**src/rtl/debug_cmd_ctrl.sv**
```systemverilog
// UART debug command controller: pause/resume/step/breakpoint control and program upload.
// Optional inter-byte timeout enabled by defining DEBUG_TIMEOUT_EN.
module debug_cmd_ctrl #(
    parameter int PROG_ADDR_W    = 14,
    parameter int TIMEOUT_CYCLES = 200000
) (
    input  logic                   clk,
    input  logic                   rst,
    input  logic                   rx_valid,
    input  logic [7:0]             rx_data,
    output logic                   tx_valid,
    output logic [7:0]             tx_data,
    input  logic                   tx_ready,
    input  logic [31:0]            cpu_pc,
    input  logic                   cpu_instr_done,
    output logic                   cpu_pause,
    output logic                   cpu_rst_req,
    output logic                   prog_mode,
    output logic                   prog_we,
    output logic [PROG_ADDR_W-1:0] prog_addr,
    output logic [31:0]            prog_data
);

    typedef enum logic [2:0] {
        IDLE,
        RES_ARG,
        STEP,
        PROG_CNT,
        PROG_DATA
    } state_t;

    localparam logic [7:0] OP_SIGNAL = 8'h01;
    localparam logic [7:0] OP_OK     = 8'h02;

    if (TIMEOUT_CYCLES < 1 || PROG_ADDR_W < 1) begin : g_param_check
        $error("debug_cmd_ctrl: TIMEOUT_CYCLES and PROG_ADDR_W must be positive");
    end

    state_t                 state_q, state_d;
    logic                   pause_q, pause_d;
    logic                   bp_valid_q, bp_valid_d;
    logic                   bp_armed_q, bp_armed_d;
    logic [31:0]            bp_addr_q, bp_addr_d;
    logic [31:0]            arg_q, arg_d;
    logic [1:0]             byte_cnt_q, byte_cnt_d;
    logic                   sig_pend_q, sig_pend_d;
    logic                   ok_pend_q, ok_pend_d;
    logic                   tx_valid_q, tx_valid_d;
    logic [7:0]             tx_data_q, tx_data_d;
    logic                   frame_sig_q, frame_sig_d;
    logic [2:0]             frame_idx_q, frame_idx_d;
    logic [31:0]            frame_pc_q, frame_pc_d;
    logic                   prog_mode_q, prog_mode_d;
    logic                   prog_we_q, prog_we_d;
    logic [PROG_ADDR_W-1:0] prog_addr_q, prog_addr_d;
    logic [31:0]            prog_data_q, prog_data_d;
    logic [8:0]             words_left_q, words_left_d;
    logic                   cpu_rst_req_q, cpu_rst_req_d;

    logic        sig_req;
    logic        ok_req;
    logic        sig_start;
    logic        ok_start;
    logic        bp_hit;
    logic [31:0] word_next;

`ifdef DEBUG_TIMEOUT_EN
    localparam int TO_W = $clog2(TIMEOUT_CYCLES + 1);
    logic [TO_W-1:0] to_cnt_q, to_cnt_d;
`endif

    assign word_next = {rx_data, arg_q[31:8]};
    assign bp_hit    = bp_armed_q && bp_valid_q && (cpu_pc == bp_addr_q);

    always_comb begin
        state_d       = state_q;
        pause_d       = pause_q;
        bp_valid_d    = bp_valid_q;
        bp_armed_d    = bp_armed_q;
        bp_addr_d     = bp_addr_q;
        arg_d         = arg_q;
        byte_cnt_d    = byte_cnt_q;
        prog_mode_d   = prog_mode_q;
        prog_we_d     = 1'b0;
        prog_addr_d   = prog_addr_q;
        prog_data_d   = prog_data_q;
        words_left_d  = words_left_q;
        cpu_rst_req_d = 1'b0;
        sig_req       = 1'b0;
        ok_req        = 1'b0;
`ifdef DEBUG_TIMEOUT_EN
        to_cnt_d      = '0;
`endif

        if (cpu_instr_done && bp_valid_q) begin
            bp_armed_d = 1'b1;
        end
        // A hit only counts while running; once paused the hold comes from pause_q.
        if (bp_hit && !pause_q) begin
            pause_d    = 1'b1;
            sig_req    = 1'b1;
            bp_armed_d = 1'b0;
        end
        if (prog_we_q) begin
            prog_addr_d = prog_addr_q + PROG_ADDR_W'(1);
        end

        case (state_q)
            IDLE: begin
                if (rx_valid) begin
                    case (rx_data)
                        8'h03: ok_req = 1'b1;
                        8'h04: begin
                            pause_d = 1'b1;
                            sig_req = 1'b1;
                        end
                        8'h05: begin
                            state_d    = RES_ARG;
                            byte_cnt_d = 2'd0;
                        end
                        8'h06: begin
                            if (pause_q) begin
                                state_d    = STEP;
                                pause_d    = 1'b0;
                                bp_armed_d = 1'b0;
                            end
                        end
                        8'h07: begin
                            pause_d     = 1'b1;
                            prog_mode_d = 1'b1;
                            state_d     = PROG_CNT;
                        end
                        default: ;
                    endcase
                end
            end
            RES_ARG: begin
                if (rx_valid) begin
                    arg_d      = word_next;
                    byte_cnt_d = byte_cnt_q + 2'd1;
                    if (byte_cnt_q == 2'd3) begin
                        bp_addr_d  = word_next;
                        bp_valid_d = (word_next != 32'd0);
                        bp_armed_d = 1'b0;
                        pause_d    = 1'b0;
                        state_d    = IDLE;
                    end
                end
            end
            STEP: begin
                if (cpu_instr_done) begin
                    pause_d = 1'b1;
                    sig_req = 1'b1;
                    state_d = IDLE;
                end
            end
            PROG_CNT: begin
                if (rx_valid) begin
                    words_left_d = (rx_data == 8'd0) ? 9'd256 : {1'b0, rx_data};
                    byte_cnt_d   = 2'd0;
                    prog_addr_d  = '0;
                    state_d      = PROG_DATA;
                end
            end
            PROG_DATA: begin
                // Finish one cycle after the final write so prog_mode still covers it.
                if (prog_we_q && words_left_q == 9'd0) begin
                    prog_mode_d   = 1'b0;
                    cpu_rst_req_d = 1'b1;
                    ok_req        = 1'b1;
                    state_d       = IDLE;
                end else if (rx_valid) begin
                    arg_d      = word_next;
                    byte_cnt_d = byte_cnt_q + 2'd1;
                    if (byte_cnt_q == 2'd3) begin
                        prog_data_d  = word_next;
                        prog_we_d    = 1'b1;
                        words_left_d = words_left_q - 9'd1;
                    end
                end
            end
            default: state_d = IDLE;
        endcase

`ifdef DEBUG_TIMEOUT_EN
        if ((state_q == RES_ARG || state_q == PROG_CNT || state_q == PROG_DATA)
            && !rx_valid && !prog_we_q) begin
            if (to_cnt_q == TO_W'(TIMEOUT_CYCLES - 1)) begin
                state_d     = IDLE;
                prog_mode_d = 1'b0;
                byte_cnt_d  = 2'd0;
            end else begin
                to_cnt_d = to_cnt_q + TO_W'(1);
            end
        end
`endif
    end

    // Reply framer: one frame in flight, SIGNAL wins over OK at frame start.
    always_comb begin
        tx_valid_d  = tx_valid_q;
        tx_data_d   = tx_data_q;
        frame_sig_d = frame_sig_q;
        frame_idx_d = frame_idx_q;
        frame_pc_d  = frame_pc_q;
        sig_start   = 1'b0;
        ok_start    = 1'b0;

        if (!tx_valid_q) begin
            if (sig_pend_q) begin
                sig_start   = 1'b1;
                tx_valid_d  = 1'b1;
                tx_data_d   = OP_SIGNAL;
                frame_sig_d = 1'b1;
                frame_idx_d = 3'd0;
                frame_pc_d  = cpu_pc;
            end else if (ok_pend_q) begin
                ok_start    = 1'b1;
                tx_valid_d  = 1'b1;
                tx_data_d   = OP_OK;
                frame_sig_d = 1'b0;
                frame_idx_d = 3'd0;
            end
        end else if (tx_ready) begin
            if (frame_sig_q && frame_idx_q != 3'd4) begin
                frame_idx_d = frame_idx_q + 3'd1;
                tx_data_d   = frame_pc_q[{frame_idx_q[1:0], 3'b000} +: 8];
            end else begin
                tx_valid_d = 1'b0;
            end
        end

        sig_pend_d = sig_req || (sig_pend_q && !sig_start);
        ok_pend_d  = ok_req  || (ok_pend_q  && !ok_start);
    end

    always_ff @(posedge clk) begin
        if (rst) begin
            state_q       <= IDLE;
            pause_q       <= 1'b0;
            bp_valid_q    <= 1'b0;
            bp_armed_q    <= 1'b0;
            bp_addr_q     <= '0;
            arg_q         <= '0;
            byte_cnt_q    <= '0;
            sig_pend_q    <= 1'b0;
            ok_pend_q     <= 1'b0;
            tx_valid_q    <= 1'b0;
            tx_data_q     <= '0;
            frame_sig_q   <= 1'b0;
            frame_idx_q   <= '0;
            frame_pc_q    <= '0;
            prog_mode_q   <= 1'b0;
            prog_we_q     <= 1'b0;
            prog_addr_q   <= '0;
            prog_data_q   <= '0;
            words_left_q  <= '0;
            cpu_rst_req_q <= 1'b0;
`ifdef DEBUG_TIMEOUT_EN
            to_cnt_q      <= '0;
`endif
        end else begin
            state_q       <= state_d;
            pause_q       <= pause_d;
            bp_valid_q    <= bp_valid_d;
            bp_armed_q    <= bp_armed_d;
            bp_addr_q     <= bp_addr_d;
            arg_q         <= arg_d;
            byte_cnt_q    <= byte_cnt_d;
            sig_pend_q    <= sig_pend_d;
            ok_pend_q     <= ok_pend_d;
            tx_valid_q    <= tx_valid_d;
            tx_data_q     <= tx_data_d;
            frame_sig_q   <= frame_sig_d;
            frame_idx_q   <= frame_idx_d;
            frame_pc_q    <= frame_pc_d;
            prog_mode_q   <= prog_mode_d;
            prog_we_q     <= prog_we_d;
            prog_addr_q   <= prog_addr_d;
            prog_data_q   <= prog_data_d;
            words_left_q  <= words_left_d;
            cpu_rst_req_q <= cpu_rst_req_d;
`ifdef DEBUG_TIMEOUT_EN
            to_cnt_q      <= to_cnt_d;
`endif
        end
    end

    assign tx_valid    = tx_valid_q;
    assign tx_data     = tx_data_q;
    assign cpu_pause   = pause_q || bp_hit;
    assign cpu_rst_req = cpu_rst_req_q;
    assign prog_mode   = prog_mode_q;
    assign prog_we     = prog_we_q;
    assign prog_addr   = prog_addr_q;
    assign prog_data   = prog_data_q;

endmodule
```
**config.mk**
```make
export PLATFORM = sky130hd
export DESIGN_NAME = debug_cmd_ctrl
export DESIGN_NICKNAME = d
export VERILOG_FILES = /design/src/rtl/debug_cmd_ctrl.sv
export SDC_FILE = /design/constraint.sdc
export NUM_CORES = 1
export LEC_CHECK = 0
export BUFFER_PORTS_ARGS = -buffer_cell sky130_fd_sc_hd__buf_2
export CORE_MARGIN = 2
export CORE_UTILIZATION = 24
export DETAILED_ROUTE_END_ITERATION = 10
export GPL_ROUTABILITY_DRIVEN = 0
export GPL_TIMING_DRIVEN = 1
export PLACE_DENSITY = 0.47
export SLEW_MARGIN = 15
export SYNTH_ARGS = -nofsm -noshare
export SYNTH_HDL_FRONTEND = slang
export SYNTH_SLANG_ARGS = --single-unit
```
**constraint.sdc**
```tcl
create_clock -name clk -period 2 [get_ports clk]
set_input_delay 0 -clock clk [delete_from_list [all_inputs] [get_ports clk]]
set_output_delay 0 -clock clk [all_outputs]
set_load 0.05 [all_outputs]
```
==> run metrics, run 1 <==
status=complete, but fails checks; failing checks=negative setup slack; drt drc=0; post-synthesis cell area=7300 um^2; buffers plus inverters on the worst setup path=2; row count=63; Post-DP Area=8320 um^2; Peak supply drop=636 uV; CP arrival=2.04 ns; worst slew pin tran=0.836 ns; Comb power frac=4.4%; worst hold path type=input port to flop; Die W=178 um; Worst slew margin=44.2%; vias post-DR=6530; Flop pwr share=47.7%; Setup CP Type=flop to primary output; gr ovfl total=0; core area=29800 um^2; Tmin final=2.04 ns; Port Buffers=103; dpl ws=0.174 ns; Setup crit start=bp_addr_q[27]; Design Power=7050 uW; latest clock arrival within the worst-skew pair=0.43 ns; worst r2r src=byte_cnt_q[0]; H-tree Lvls=4; Tcrit/Tclk final=102%; clock skew=0.0168 ns; Post-Route WL=22.3 mm; fmax=490 MHz; Synth cell types=61; Crit path depth=7; Post-DP HPWL=15.5 mm; Final Max Slew Viols=0; RSZ-0062 raised after global routing=yes; commonest non-fill, non-tap cells in the layout=276 x nand2_1, 167 x dfxtp_1, 153 x a21oi_1; most common cell after layout, fill and taps aside=nand2_1; crit-path cells=xor2_1, a211o_1, a2111o_1, nor3_2, buf_4, or2_4, buf_8; Sw Share=26.3%; largest stage delay on the critical path=0.33 ns; Post-synth EDFFs=0; Worst Hold Depth=4; Inst Count DP=1374; # IOs=104; antenna violations before repair=0; Synthesized Nets=960; TritonCTS clock tree=built; Die Ht=178 um; total iterations of the first detailed-routing run=5; cell area power density=752 nW/um^2; worst reg-to-reg path cell count=6; final hold violation count=0; Area Overhead vs Synth=28.5%; share of layout cells above drive strength 1=18.3%; Startpoint Class=flop; initial drt markers=459; Post-Layout Cell Count=1448; Worst R2R End=bp_armed_q; flops & latches, synth=169; global-route wire length before repair=35.0 mm; leakage=0.00349 uW; cts bufs inserted=17; largest net degree at the start of global routing=156; Diodes inserted=0; worst endpoint required time=2.00 ns; Mapped Cells=910; WHS=0.0202 ns; Setup-failing EPs final=1; CP max stage cell=dfxtp_2; HP Start=rx_data[4]; Post-synth top flop=dfxtp_1; CP Max Fanout=2; Final nets=1095; Crit. End Element=primary output; Die ar.=31800 um^2; clk sinks=169; clk buf depth=2; FFs w/ async S/R, synth=0%; Total GRT Usage=14.2%; sequential share of the synthesized area=46.4%; clock network fraction of total power=47.9%; Worst Hold Endpoint=arg_q[28]; R2R setup slack=0.18 ns; vias per inst=4.51; worst path setup slack after routing=-0.0406 ns; WL/cell=15.4 um; post-route cell area=9380 um^2; vias in the first global route=6140; ANT nets after route=0; Synth Area per Inst=8.02 um^2; Net Switching=1850 uW; Largest delay share family, worst path=compound AO/OA/AOI/OAI gates; clk root buf=clkbuf_16; Starting Density=24.5%; Internal=5200 uW; clock slew at reported path FFs=0.08 ns; max cap viols=0; Ys Warns=0
## worst reg2reg max path: cells and delay by family (launching register included)
kind / cells / cell delay (ns)
adders and majority gates: 1 / 0.22
DFF: 1 / 0.33
AOI/OAI and AO/OA: 3 / 0.86
and+or+nand+nor: 2 / 0.30
## worst max path at each step
stage | to | slack [ns]
final | cpu_pause | -0.04
after global routing | cpu_pause | -0.15
after CTS | cpu_pause | -0.03
after detailed placement | prog_data[9] | 0.17
after global placement | bp_armed_q | 0.19
after floorplan | tx_data[1] | 0.05
## registers in the layout (all words and copies together) (netlist names), 2 cells and up
register	flops
words_left_q	9
tx_data	8
byte_cnt_q	2
frame_idx_q	3
frame_pc_q	32
bp_addr_q	32
prog_addr	14
prog_data	32
state_q	3
arg_q	24
## final cells by class
type / count / area (um^2)
repair buffers: 177 / 1250
flip-flops and latches: 169 / 3390
well taps: 390 / 488
clock inverters: 15 / 191
inverters: 14 / 52.6
multi-input cells: 666 / 3580
clock buffers: 17 / 425
fillers: 3214 / 20400
## power groups by stage
stage	Clock, uW	Sequential (uW)	Combinational (uW)
detailed placement	0	3440	247
floorplan	0	3440	105
finish	3380	3360	308
global route	3620	3360	333
CTS	3460	3360	312
global placement	0	3440	248
## layer usage
| layer | GRT usage, % | share of wire [%] |
|---|---|---|
| met1 | 20.7 | 51 |
| met2 | 21.5 | 45 |
| met3 | 2.37 | 3.5 |
| met4 | 3.76 | 1.1 |
| met5 | 0 | 0 |
## Yosys cell counts, drive strengths merged (7+ instances only)
master	number	area share, %
xnor2	7	0.84
nand3	17	1.2
xor2	37	4.4
and3	8	0.75
nand4	9	0.77
mux4	8	2.5
inv	13	0.67
buf	27	2.3
o21ai	11	0.75
nor4	16	1.6
nor2	46	2.5
clkbuf	34	1.7
nand2	276	14
nor2b	7	0.60
dfxtp	169	46
a21oi	153	10
nor3	10	0.69
## cell families (layout without fill, tap and decap cells)
kind of cell             Yosys count  after routing  synth area share (%)
AND/OR/NAND/NOR                  409            409                  24.6
buffers and inverters             75            223                  4.78
multiplexers                       9              9                  2.61
XOR/XNOR                          44             44                  5.28
flip-flops                       169            169                  46.4
adder cells (fa/ha/maj)            5              5                 0.857
AO/OA/AOI/OAI                    199            199                  15.5
## stage by stage
stage                     util [%]  setup TNS (ns)
final                         31.5         -0.0406
after global placement        27.9               0
after floorplan                  -               0
after detailed placement      27.9               0
after CTS                     31.5         -0.0335
after global routing          31.5          -0.154
## timing repair
| item | CTS | global route |
|---|---|---|
| setup buffers | 1 | 0 |
| hold buffers | 41 | 0 |
| gates resized for setup | 6 | 0 |
| endpoints found under the setup margin | 1 | 1 |
| endpoints found under the hold margin | 56 | 0 |
| gates cloned | 0 | 0 |
| pin swaps | 1 | 2 |
(Power assumes the default switching activity.)
==> inputs of run 2 (changes only) <==
--- a/config.mk
+++ b/config.mk
@@ -11,7 +11,7 @@
 export DETAILED_ROUTE_END_ITERATION = 10
 export GPL_ROUTABILITY_DRIVEN = 0
 export GPL_TIMING_DRIVEN = 1
-export PLACE_DENSITY = 0.47
+export PLACE_DENSITY = 0.46
 export SLEW_MARGIN = 15
 export SYNTH_ARGS = -nofsm -noshare
 export SYNTH_HDL_FRONTEND = slang
==> constraint.sdc (replaced) <==
create_clock -name clk -period 2.5 [get_ports clk]
set_input_delay 0 -clock clk [delete_from_list [all_inputs] [get_ports clk]]
set_output_delay 0 -clock clk [all_outputs]
set_load 0.05 [all_outputs]
==> run metrics, run 2 (synthesis gave the netlist of run 1 again) <==
Design Power=5720 uW (-19%); crit-path cells=xor2_1, nor4_1, nand4_1, nor3_1, buf_4, or2_2, buf_2; Starting Density=24.5% (unchanged); Tmin final=2.18 ns; worst reg-to-reg path cell count=5 (-1); Post-DP HPWL=15.3 mm (-1.5%); WL/cell=15.5 um (+0.66%); max cap viols=0 (unchanged); # IOs=104 (unchanged); worst hold path type=input port to flop; CP max stage cell=nor4_1; worst endpoint required time=2.50 ns (+0.50 ns); Peak supply drop=382 uV (-40%); setup TNS=0 ns (+0.0406 ns); row count=63 (unchanged); Die W=178 um (unchanged); dpl ws=0.428 ns (+0.254 ns); core area=29800 um^2 (unchanged); WHS=0.139 ns (+0.119 ns); Area Overhead vs Synth=26.5%; CP Max Fanout=4 (+2); vias in the first global route=6364 (+3.6%); clock skew=0.0163 ns (-0.000467 ns); clk sinks=169 (unchanged); highest routed layer=met4; worst path setup slack after routing=0.320 ns (+0.361 ns); Port Buffers=103 (unchanged); gr ovfl total=0 (unchanged); global-route wire length before repair=35.4 mm (+1.1%); share of layout cells above drive strength 1=16.9% (-1.4 points); Setup-failing EPs final=0 (-1); worst slew pin tran=0.845 ns (+0.00855 ns); clk buf depth=2 (unchanged); Tcrit/Tclk final=87.2%; Final nets=1083 (-1.1%); fmax=459 MHz; most common cell after layout, fill and taps aside=nand2_1; leakage=0.00342 uW (-2.1%); Crit. End Element=primary output; TritonCTS clock tree=built; drt drc=0 (unchanged); CTS Hold Buffers Added=43 (+4.9%); vias post-DR=6530 (unchanged); clock slew at reported path FFs=0.07 ns (about the same); latest clock arrival within the worst-skew pair=0.43 ns (about the same); Die Ht=178 um (unchanged); largest net degree at the start of global routing=156 (unchanged); Crit path depth=7 (unchanged); buffers plus inverters on the worst setup path=2 (unchanged); Setup Fix Bufs, Post-CTS=0 (-1); Worst slew margin=43.7% (-0.57 points); M1 WL=11.1 mm (-1.7%); CTS resizes=0 (-6); initial drt markers=527 (+15%); antenna violations before repair=0 (unchanged); RSZ-0062 raised after global routing=no; cell area power density=620 nW/um^2 (-18%); total iterations of the first detailed-routing run=5 (unchanged); met2 WL=9.80 mm (-1.8%); Final Max Slew Viols=0 (unchanged); met3 WL=843 um (+7.3%); status=complete, no violations; ANT nets after route=0 (unchanged); utilization after layout=31.0% (-0.48 points); Die ar.=31800 um^2 (unchanged); H-tree Lvls=4 (unchanged); clk root buf=clkbuf_16; vias per inst=4.55 (+0.84%); final hold violation count=0 (unchanged); commonest non-fill, non-tap cells in the layout=276 x nand2_1, 169 x dfxtp_1, 153 x a21oi_1; CP arrival=2.18 ns (+0.14 ns); largest stage delay on the critical path=0.39 ns (+0.06 ns); Largest delay share family, worst path=simple AND/OR/NAND/NOR gates; Setup CP Type=flop to primary output; Total GRT Usage=14.3% (+0.12 points); Diodes inserted=0 (unchanged); cts bufs inserted=17 (unchanged); Startpoint Class=flop; Worst Hold Depth=3 (-1); Post-Route WL=22.2 mm (-0.17%)
==> run 2: cell count changes in the layout (fill, tap and decap cells not counted), moves of 2 or more <==
cell,change
clkinv_4,-2
bufinv_16,+2
dfxtp_1,+2
inv_6,+4
dfxtp_2,-2
dlygate4sd3_1,+2
buf_12,-3
clkinv_8,-5
buf_4,-11
==> run 2: final cells by class <==
| cell class | count | area [um^2] |
|---|---|---|
| clock buffers | 18 | 439 |
| multi-input cells | 666 | 3580 |
| flip-flops and latches | 169 | 3380 |
| repair buffers | 165 | 1120 |
| fillers | 3233 | 20600 |
| inverters | 14 | 52.6 |
| well taps | 390 | 488 |
| clock inverters | 14 | 176 |
==> run 2: worst reg2reg max path: stages, from the launching register on <==
cell and delay, ns:
dfxtp_1 0.51, nor3b_4 0.39, nand4_1 0.33, nand3_1 0.49, o21ai_0 0.17, a21oi_1 0.16
==> run 2: metal layers <==
layer | global-route usage [%] | vias to the layer above
met5 | 0 | -
met1 | 20.7 | 3062
met3 | 2.58 | 30
li1 | - | 3313
met2 | 21.0 | 125
met4 | 5.49 | 0
==> run 2: per-stage QoR <==
| step | cell area [um^2] | instances |
|---|---|---|
| 2_1_floorplan | 7300 | 910 |
| 3_3_place_gp | 8190 | 1361 |
| 3_5_place_dp | 8190 | 1361 |
| 4_1_cts | 9230 | 1436 |
| 5_1_grt | 9230 | 1436 |
| 6_report | 9230 | 1436 |
==> run 2: final timing paths <==
check           startpoint               to  slack, ns
max          bp_addr_q[17]        cpu_pause       0.32
min                    rst    prog_data[24]       0.14
max reg2reg     state_q[0]  words_left_q[2]       0.38
min reg2reg   prog_data[5]     prog_data[5]       0.46
==> run 2: power breakdown <==
| group | switching [uW] | internal (uW) |
|---|---|---|
| Sequential | 1.69 | 2690 |
| Clock | 1240 | 1550 |
| Combinational | 144 | 98.3 |
